<file path="src/rtl/fpcvt_sched_pkg.sv">
// fpcvt_sched_pkg
// Shared definitions for the fpcvt_sched block:
//   - datapath widths and the saturation constants of the 12-bit to 8-bit
//     float conversion (sign, 3-bit exponent, 4-bit significand)
//   - scheduler state encoding
//   - abs_sat(): two's-complement to 11-bit magnitude with -2048 saturation
package fpcvt_sched_pkg;

  localparam int DATA_W = 12;
  localparam int MAG_W  = 11;
  localparam int EXP_W  = 3;
  localparam int SIG_W  = 4;

  localparam logic [EXP_W-1:0] EXP_MAX = 3'd7;
  localparam logic [SIG_W-1:0] SIG_MAX = 4'd15;
  localparam logic [MAG_W-1:0] MAG_SAT = 11'd2047;

  typedef enum logic [1:0] {
    IDLE  = 2'd0,
    NORM  = 2'd1,
    ROUND = 2'd2,
    RESP  = 2'd3
  } state_t;

  // The most negative input has no 11-bit magnitude, so it clamps to MAG_SAT.
  function automatic logic [MAG_W-1:0] abs_sat(input logic [DATA_W-1:0] data);
    logic [DATA_W-1:0] neg;
    neg = -data;
    if (data == {1'b1, {(DATA_W-1){1'b0}}})
      return MAG_SAT;
    else if (data[DATA_W-1])
      return neg[MAG_W-1:0];
    else
      return data[MAG_W-1:0];
  endfunction

endpackage

</file>
<file path="src/rtl/fpcvt_rr_arbiter.sv">
// fpcvt_rr_arbiter
// Purely combinational round-robin grant generator. The pointer register
// lives in the parent; this block only searches upward from it.
// Ports:
//   req_valid [NREQ]  per-requester valid
//   pointer   [ID_W]  index with highest priority this cycle
//   enable            when low, no grant is issued
//   grant     [NREQ]  one-hot grant (all zeros if nothing valid/enabled)
module fpcvt_rr_arbiter #(
  parameter int NREQ = 2,
  parameter int ID_W = $clog2(NREQ)
) (
  input  logic [NREQ-1:0] req_valid,
  input  logic [ID_W-1:0] pointer,
  input  logic            enable,
  output logic [NREQ-1:0] grant
);

  logic found;

  // Walk the requesters in priority order starting at the pointer, wrapping
  // at NREQ, and grant the first one that is valid.
  always_comb begin
    grant = '0;
    found = 1'b0;
    for (int off = 0; off < NREQ; off++) begin
      for (int i = 0; i < NREQ; i++) begin
        if (!found && enable && req_valid[i] &&
            (i == ((int'(pointer) + off) % NREQ))) begin
          grant[i] = 1'b1;
          found    = 1'b1;
        end
      end
    end
  end

endmodule

</file>
<file path="src/rtl/fpcvt_sched.sv">
// fpcvt_sched
// Shares one 12-bit two's-complement to 8-bit float converter among NREQ
// requesters. One sample is in flight at a time: IDLE accepts, NORM shifts
// the magnitude left once per cycle, ROUND forms the result, RESP holds it
// until the consumer takes it.
// Ports:
//   clk, rst_n           clock, synchronous active-low reset
//   req_valid [NREQ]     request valid per requester
//   req_data  [12*NREQ]  sample of requester i at bits [12i+11:12i]
//   req_ready [NREQ]     one-hot accept strobe (IDLE only)
//   rsp_valid/rsp_ready  response handshake
//   rsp_sign/exp/sig/id  registered result and originating requester
//   busy                 high whenever the scheduler is not in IDLE
module fpcvt_sched
  import fpcvt_sched_pkg::*;
#(
  parameter int NREQ = 2,
  parameter int ID_W = 1
) (
  input  logic                   clk,
  input  logic                   rst_n,
  input  logic [NREQ-1:0]        req_valid,
  input  logic [DATA_W*NREQ-1:0] req_data,
  output logic [NREQ-1:0]        req_ready,
  output logic                   rsp_valid,
  input  logic                   rsp_ready,
  output logic                   rsp_sign,
  output logic [EXP_W-1:0]       rsp_exp,
  output logic [SIG_W-1:0]       rsp_sig,
  output logic [ID_W-1:0]        rsp_id,
  output logic                   busy
);

  localparam logic [ID_W-1:0] LAST_ID = ID_W'(NREQ - 1);

  state_t            state;
  logic [ID_W-1:0]   pointer;
  logic [ID_W-1:0]   id;
  logic              sign;
  logic [MAG_W-1:0]  mag;
  logic [EXP_W-1:0]  exp_cnt;

  logic [NREQ-1:0]   grant;
  logic [ID_W-1:0]   sel_id;
  logic [DATA_W-1:0] sel_data;
  logic [SIG_W-1:0]  sig_trunc;
  logic              round_bit;
  logic [SIG_W-1:0]  rnd_sig;
  logic [EXP_W-1:0]  rnd_exp;
  logic [ID_W-1:0]   next_pointer;

  // Grants are only offered in IDLE and never while reset is asserted.
  fpcvt_rr_arbiter #(
    .NREQ (NREQ),
    .ID_W (ID_W)
  ) u_arb (
    .req_valid (req_valid),
    .pointer   (pointer),
    .enable    ((state == IDLE) && rst_n),
    .grant     (grant)
  );

  assign req_ready = grant;

  // Turn the one-hot grant into an index and pick that requester's sample.
  always_comb begin
    sel_id   = '0;
    sel_data = '0;
    for (int i = 0; i < NREQ; i++) begin
      if (grant[i]) begin
        sel_id   = ID_W'(i);
        sel_data = req_data[DATA_W*i +: DATA_W];
      end
    end
  end

  // Round half-up on the first dropped bit. A carry out of the significand
  // renormalises to 1000 with exponent+1, unless the exponent is already at
  // its ceiling, in which case the result saturates.
  assign sig_trunc = mag[MAG_W-1 -: SIG_W];
  assign round_bit = mag[MAG_W-1-SIG_W];

  always_comb begin
    rnd_sig = sig_trunc;
    rnd_exp = exp_cnt;
    if (round_bit) begin
      if (sig_trunc != SIG_MAX) begin
        rnd_sig = sig_trunc + SIG_W'(1);
      end else if (exp_cnt != EXP_MAX) begin
        rnd_sig = {1'b1, {(SIG_W-1){1'b0}}};
        rnd_exp = exp_cnt + EXP_W'(1);
      end
    end
  end

  assign next_pointer = (id == LAST_ID) ? '0 : id + ID_W'(1);

  // Scheduler FSM with registered response and busy outputs. The pointer
  // moves only when a response completes, so every requester gets a turn.
  always_ff @(posedge clk) begin
    if (!rst_n) begin
      state     <= IDLE;
      pointer   <= '0;
      id        <= '0;
      sign      <= 1'b0;
      mag       <= '0;
      exp_cnt   <= '0;
      rsp_valid <= 1'b0;
      rsp_sign  <= 1'b0;
      rsp_exp   <= '0;
      rsp_sig   <= '0;
      rsp_id    <= '0;
      busy      <= 1'b0;
    end else begin
      case (state)
        IDLE: begin
          if (|grant) begin
            id      <= sel_id;
            sign    <= sel_data[DATA_W-1];
            mag     <= abs_sat(sel_data);
            exp_cnt <= EXP_MAX;
            state   <= NORM;
            busy    <= 1'b1;
          end
        end
        NORM: begin
          // Stop when the leading one reaches the top or the exponent runs out.
          if (mag[MAG_W-1] || (exp_cnt == '0)) begin
            state <= ROUND;
          end else begin
            mag     <= mag << 1;
            exp_cnt <= exp_cnt - EXP_W'(1);
          end
        end
        ROUND: begin
          rsp_sign  <= sign;
          rsp_exp   <= rnd_exp;
          rsp_sig   <= rnd_sig;
          rsp_id    <= id;
          rsp_valid <= 1'b1;
          state     <= RESP;
        end
        RESP: begin
          if (rsp_ready) begin
            rsp_valid <= 1'b0;
            pointer   <= next_pointer;
            state     <= IDLE;
            busy      <= 1'b0;
          end
        end
        default: begin
          state <= IDLE;
          busy  <= 1'b0;
        end
      endcase
    end
  end

endmodule

</file>
<file path="config.mk">
export PLATFORM = sky130hd
export DESIGN_NAME = fpcvt_sched
export DESIGN_NICKNAME = d
export VERILOG_FILES = /design/src/rtl/fpcvt_sched_pkg.sv /design/src/rtl/fpcvt_rr_arbiter.sv /design/src/rtl/fpcvt_sched.sv
export SDC_FILE = /design/constraint.sdc
export NUM_CORES = 1
export LEC_CHECK = 0
export ABC_AREA = 1
export BUFFER_PORTS_ARGS = -buffer_cell sky130_fd_sc_hd__buf_2
export CORE_MARGIN = 5
export CORE_UTILIZATION = 29
export DETAILED_ROUTE_END_ITERATION = 10
export PLACE_DENSITY = 0.47
export SLEW_MARGIN = 20
export SYNTH_ARGS = -nofsm -noshare
export SYNTH_HDL_FRONTEND = slang
export SYNTH_SLANG_ARGS = --single-unit
</file>
<file path="constraint.sdc">
create_clock -name clk -period 4.45 [get_ports clk]
set_input_delay 0.2225 -clock clk [delete_from_list [all_inputs] [get_ports clk]]
set_output_delay 0.2225 -clock clk [all_outputs]
set_load 0.1 [all_outputs]
</file>
After elaboration in Yosys (flattened, before gate mapping):

Index checks and enable logic that the tools add are counted.

* output and inout port bits: 13
* word-level logic and storage cells: 92
* input bits: 29
* bits in registers: 30

* add/subtract/negate cells: 6
* mux-type cells: 32
* bitwise gates (word level): 1
* eq/ne operators: 11
* reductions and logical operators: 30

Operators by type and width (count)
* 32-bit zero test: 2
* 11-bit two-way mux: 4
* 12-bit two-way mux: 2
* 11-bit one-hot mux with 2 select lines: 1
* 3-bit two-way mux: 5
* 12-bit == test, second input constant: 1
* 1-bit logical AND: 12
* 4-bit two-way mux: 3
* 11-bit negation: 1
* 1-bit two-way mux: 10
* 3-bit AND reduction: 3
* 2-bit one-hot mux with 4 select lines: 1
* 2-bit two-way mux: 3
* 2-bit != test, second input constant: 3
* 3-bit one-hot mux with 2 select lines: 1
* 2-bit AND reduction: 3
* 2-bit nonzero test: 3
* 4-bit by 1-bit adder with 4-bit output, second input constant: 1
* 2-bit == test, second input constant: 2
* 4-bit != test, second input constant: 1
* 1-bit one-hot mux with 2 select lines: 2
* 3-bit by 1-bit adder with 3-bit output, second input constant: 1
* 1-bit zero test: 3
* 3-bit zero test: 1
* other kinds (10): 11

Logic depth before layout (Yosys ltp):

* depth in word-level cells: 26
* depth in mapped cells: 18

Hierarchy:

Synthesis repeated with hierarchy kept, for this count alone.

* cells, all modules: 313
* area total of the unflattened synthesis: 2037.0 um2

Modules (own cells, without submodules)
* fpcvt_sched: area an instance 2015.7 um2, times used 1, seq. area each 600.6 um2, cells each 308
* fpcvt_rr_arbiter: area an instance 21.3 um2, times used 1, seq. area each 0.0 um2, cells each 5

Least setup slack after synthesis:

Ideal clock, no wire load.

* kind: register to register
* start point: register state[0]
* end point: register mag[1]
* setup slack: 2149 ps
* clock period less this slack: 2301 ps
* setup time: 69 ps
* cell stages (with the launch flop): 15
* required time: 4381 ps
* arrival time: 2232 ps
* cells stage by stage: dfxtp_1 -> inv_1 -> ha_1 -> nand2_2 -> nor2_4 -> inv_2 -> o22ai_4 -> inv_4 -> nor2_4 -> nand3_2 -> nand2_4 -> inv_4 -> nand2_1 -> nand2_1 -> a21oi_2

* elaborated cells between the ends (all ways): 36
* classes of those cells: add/sub: 1; eq/ne: 4; mux: 12; reduce/logical: 19

RTL lines
* start, declared: line fpcvt_sched.sv:36 `state_t state;`
* start signal, assigned: line fpcvt_sched.sv:102 `state <= IDLE;`
* start signal, assigned: line fpcvt_sched.sv:122 `state <= NORM;`
* start signal, assigned: line fpcvt_sched.sv:129 `state <= ROUND;`
* 2-bit zero test *: line fpcvt_sched.sv:59 `.enable ((state == IDLE) && rst_n),`
* 1-bit logical AND *: line fpcvt_sched.sv:59
* 1-bit logical AND (2 in series): line fpcvt_rr_arbiter.sv:28 `if (!found && enable && req_valid[i] &&`
* 1-bit two-way mux: line fpcvt_rr_arbiter.sv:28
* 1-bit zero test: line fpcvt_rr_arbiter.sv:28
* 1-bit logical AND (3 in series): line fpcvt_rr_arbiter.sv:28
* 1-bit two-way mux: line fpcvt_rr_arbiter.sv:28
* 1-bit zero test: line fpcvt_rr_arbiter.sv:28
* 1-bit logical AND (3 in series): line fpcvt_rr_arbiter.sv:28
* 1-bit two-way mux *: line fpcvt_rr_arbiter.sv:28
* via req_ready[0]: line fpcvt_sched.sv:24 `output logic [NREQ-1:0] req_ready,`
* 12-bit two-way mux (2 in series): line fpcvt_sched.sv:70 `if (grant[i]) begin`
* 11-bit negation: line fpcvt_sched_pkg.sv:28 `neg = -data;`
* 11-bit two-way mux: line fpcvt_sched_pkg.sv:31 `else if (data[DATA_W-1])`
* 11-bit two-way mux: line fpcvt_sched_pkg.sv:29 `if (data == {1'b1, {(DATA_W-1){1'b0}}})`
* 11-bit two-way mux: line fpcvt_sched.sv:117 `if (|grant) begin`
* 11-bit one-hot mux with 2 select lines: line fpcvt_sched.sv:115 `case (state)`
* end signal, assigned: line fpcvt_sched.sv:120 `mag <= abs_sat(sel_data);`
* end signal, assigned: line fpcvt_sched.sv:131 `mag <= mag << 1;`
* end, declared: line fpcvt_sched.sv:40 `logic [MAG_W-1:0] mag;`

Mark *: on every way through the listed nets, which the timed path passes. The rest lies on a longest branch. The select of a mux whose other input is x is not followed.
A chain may end at the register's enable or synchronous reset.

Final worst setup path:

* start point: register state[0]
* end point: register mag[7]

* cells in the longest elaborated chain, start to end: 26
* elaborated cells between the ends (all ways): 36
* classes of those cells: add/sub: 1; eq/ne: 4; mux: 12; reduce/logical: 19

RTL lines (line)
* 2-bit zero test: fpcvt_sched.sv:59, fpcvt_sched.sv:115
* 1-bit logical AND: fpcvt_sched.sv:59
* 1-bit logical AND (2 in series): fpcvt_rr_arbiter.sv:28
* 1-bit two-way mux: fpcvt_rr_arbiter.sv:28
* 1-bit zero test: fpcvt_rr_arbiter.sv:28
* 1-bit logical AND (3 in series): fpcvt_rr_arbiter.sv:28
* 1-bit two-way mux: fpcvt_rr_arbiter.sv:28
* 1-bit zero test: fpcvt_rr_arbiter.sv:28
* (+5 left out)
* 1-bit logical AND (3 in series): fpcvt_rr_arbiter.sv:28
* 1-bit two-way mux: fpcvt_rr_arbiter.sv:28
* 12-bit two-way mux: fpcvt_sched.sv:70
* 11-bit negation: fpcvt_sched_pkg.sv:28
* 11-bit two-way mux: fpcvt_sched_pkg.sv:31
* 11-bit two-way mux: fpcvt_sched_pkg.sv:29
* 11-bit two-way mux: fpcvt_sched.sv:117
* 11-bit one-hot mux with 2 select lines: fpcvt_sched.sv:115

Parallel ways exist; a longest one is shown, timed or not. The select of a mux whose other input is x is not followed.

==> flow_summary.toml <==
[synth]
synth_top_area_share_pct = 29.96
syn_area_per_cell_um2 = 6.487
synth_area_leaders = "dfxtp_1 (30%), nand2_1 (16%), inv_1 (6.7%)"
synthesis.nets = 348
synth_top_cell_by_area = "dfxtp_1"
synth_cell_type_count = 31
yosys-top-cells-count = "nand2_1 (87), inv_1 (36), dfxtp_1 (30)"
yosysMostFrequentCell = "nand2_1"
yosysWarnings = 0
synth_ff_type = "dfxtp_1"
ys_seq_area_share_pct = 29.96
synth_edf_count = 0
synth_area_um2 = 2004
syn-instance-count = 309
async_flop_share_pct = 0
ys_ff_latch = 30

[clocking]
clock_path_buffers = 2
cts_tree = "done"
htreeDepth = 2
clkTransAtPathRegs_ns = 0.07
numCtsBuffers = 5
cts_resized = 0
clk_latency_ns = 0.28
cts_root_buf = "clkbuf_8"
numClockSinks = 30
cts_hold_buffers = 0
post_cts.repair.setup_buffers = 0

[pwr]
max-vdd-ir-drop_v = 0.0001396
power_uw = 1559
p_leak_uw = 0.001144
pwr_density_cell_nw_per_um2 = 657.9

[sta]
clock.fmax_mhz = 388.3
finalHoldViolations = 0
rsz0062_at_grt = "no"
slew_headroom_pct = 56.00
skew_ns = 0.005360
fin_crit_ns = 2.575
setup_viol = 0
maxSlewViolCount = 0
period_share_pct = 57.87
tightestPinTransition_ns = 0.6593
setup_tns_ns = 0

[routing]
wl_per_cell_um = 11.95
route.detailed.drc = 0
vias = 2020
ant_nets = 0
avgViaCountPerCell = 4.687
drt_pre_antenna_iters = 4
drtIter0Drc = 65
routed_wl_um = 5151

[place]
gp_congestion = 0.7559
io_buffer_count = 41
dpl.hpwl_um = 4060
place_inst = 423

[floorplan]
core_um2 = 6756
die_w_um = 93.14
die_area_um2 = 8674
ios = 42
initial_utilization_pct = 29.67
die_h_um = 93.14
rows = 30

[worst_setup_path]
path_max_fanout = 6
rr_worst_depth = 16
worstPathArrival_ns = 2.71
worst_setup_path_start_kind = "flip-flop"
r2r-start = "state[0]"
worstPathRequired_ns = 4.58
crit_path_end_kind = "flip-flop"
critPathKind = "flip-flop to flip-flop"
r2r-end = "mag[7]"
rrSetupSlack_ns = 1.87
startpoint = "state[0]"

[grt]
first_global_vias = 2036
grt_overflow = 0
antenna_found_initial = 0
grt_pass1_wl_um = 9135
grt_use_total_pct = 12.95
grt_max_degree = 20

[final_layout]
syn_to_final_growth_pct = 18.23
multi_input_area_um2 = 1210
layout-drive-gt1-share_pct = 19.37
fillers = 757
diodes = 0
layout.cells.non_filler = 431
final_nets = 389
seq_area_um2 = 600.6

[job]
maxCapViolations = 0

[min_path]
holdPathStages = 2
worstHoldStart = "rsp_ready"
hold_path_end = "busy"
hold_class = "input port to flip-flop"

[outcome]
status = "complete, no violations"
-- worst max-delay path, stage by stage, from the launching register on --
cell and delay (ns):
dfxtp_1 0.33, inv_1 0.12, ha_1 0.23, nand2_2 0.12, nor2_1 0.32, nand3_1 0.12
nand2_1 0.14, inv_1 0.07, ha_1 0.21, nand3_1 0.10, nor2_1 0.06, inv_1 0.07
nor2_1 0.05, nand3_2 0.08, nand2_4 0.07, o21ai_0 0.23, a21oi_1 0.10
-- worst max path at each step --
stage | cells past startpoint | end
4_1_cts | 16 | mag[7]
3_5_place_dp | 16 | mag[7]
6_report | 16 | mag[7]
2_1_floorplan | 14 | mag[1]
3_3_place_gp | 16 | mag[7]
5_1_grt | 16 | mag[7]
-- state kept, by name, summed over array words and instances, names as in the netlist --
signal and cells:
mag 11, id 1, rsp_valid 1, rsp_id 1, pointer 1, rsp_exp 3
busy 1, rsp_sign 1, sign 1, exp_cnt 3, state 2, rsp_sig 4
-- through the flow --
| stage | cell area (um^2) | worst slack (ns) | utilization [%] | hold WS [ns] |
|---|---|---|---|---|
| CTS | 2370 | 1.850 | 35.07 | 0.1642 |
| global route | 2370 | 1.511 | 35.07 | 0.1876 |
| finish | 2370 | 1.875 | 35.07 | 0.1740 |
| floorplan | 2004 | 2.149 | - | 0.3298 |
| detailed placement | 2278 | 1.862 | 33.72 | 0.4602 |
| global placement | 2278 | 1.845 | 33.72 | 0.4542 |
-- cell usage in the layout, fill, tap and decap left out, types with 2 or more instances in the layout --
cell type  instances
nand2_4            2
dfxtp_1           30
inv_1             36
a31oi_1            6
buf_2             41
nor2_1            28
xor2_1             5
o211ai_1           3
nand3b_1           2
nor3_1             3
inv_2              3
nand3_1           23
nor2_4             3
clkbuf_8           6
o21ai_0           24
nand2_1           87
nand2_2            2
inv_4              2
a21oi_1           18
a21oi_2            6
ha_1              10
-- logic make-up (layout without fill, tap and decap cells) --
group | Yosys count | count (layout) | synth area share, %
AOI/OAI and AO/OA | 62 | 62 | 18.48
xor gates and xnor gates | 6 | 6 | 2.622
adders and majority gates | 10 | 10 | 6.242
buffers and inverters | 49 | 91 | 9.675
DFF | 30 | 30 | 29.96
and+or+nand+nor | 152 | 152 | 33.02
-- power breakdown --
| part | switching [uW] | internal, uW | total (uW) |
|---|---|---|---|
| registers | 55.2 | 355 | 410 |
| logic | 676 | 247 | 923 |
| clock network | 101 | 125 | 226 |
-- final cells by class --
cell class                      instances  share of cell area (%)
Clock buffer                            7                   3.643
Clock inverter                          1                  0.2112
Inverter                               42                   6.864
Multi-Input combinational cell        230                   51.06
Sequential cell                        30                   25.34
Tap cell                               80                   4.224
Timing Repair Buffer                   41                   8.659
-- metal layers --
metal	GRT usage, %	vias up	wire (um)
li1	-	1079	-
met1	16.63	907	2600
met2	21.60	28	2365
met3	2.655	6	120
met4	4.274	0	64
met5	0	-	0
(Power assumes the default switching activity.)
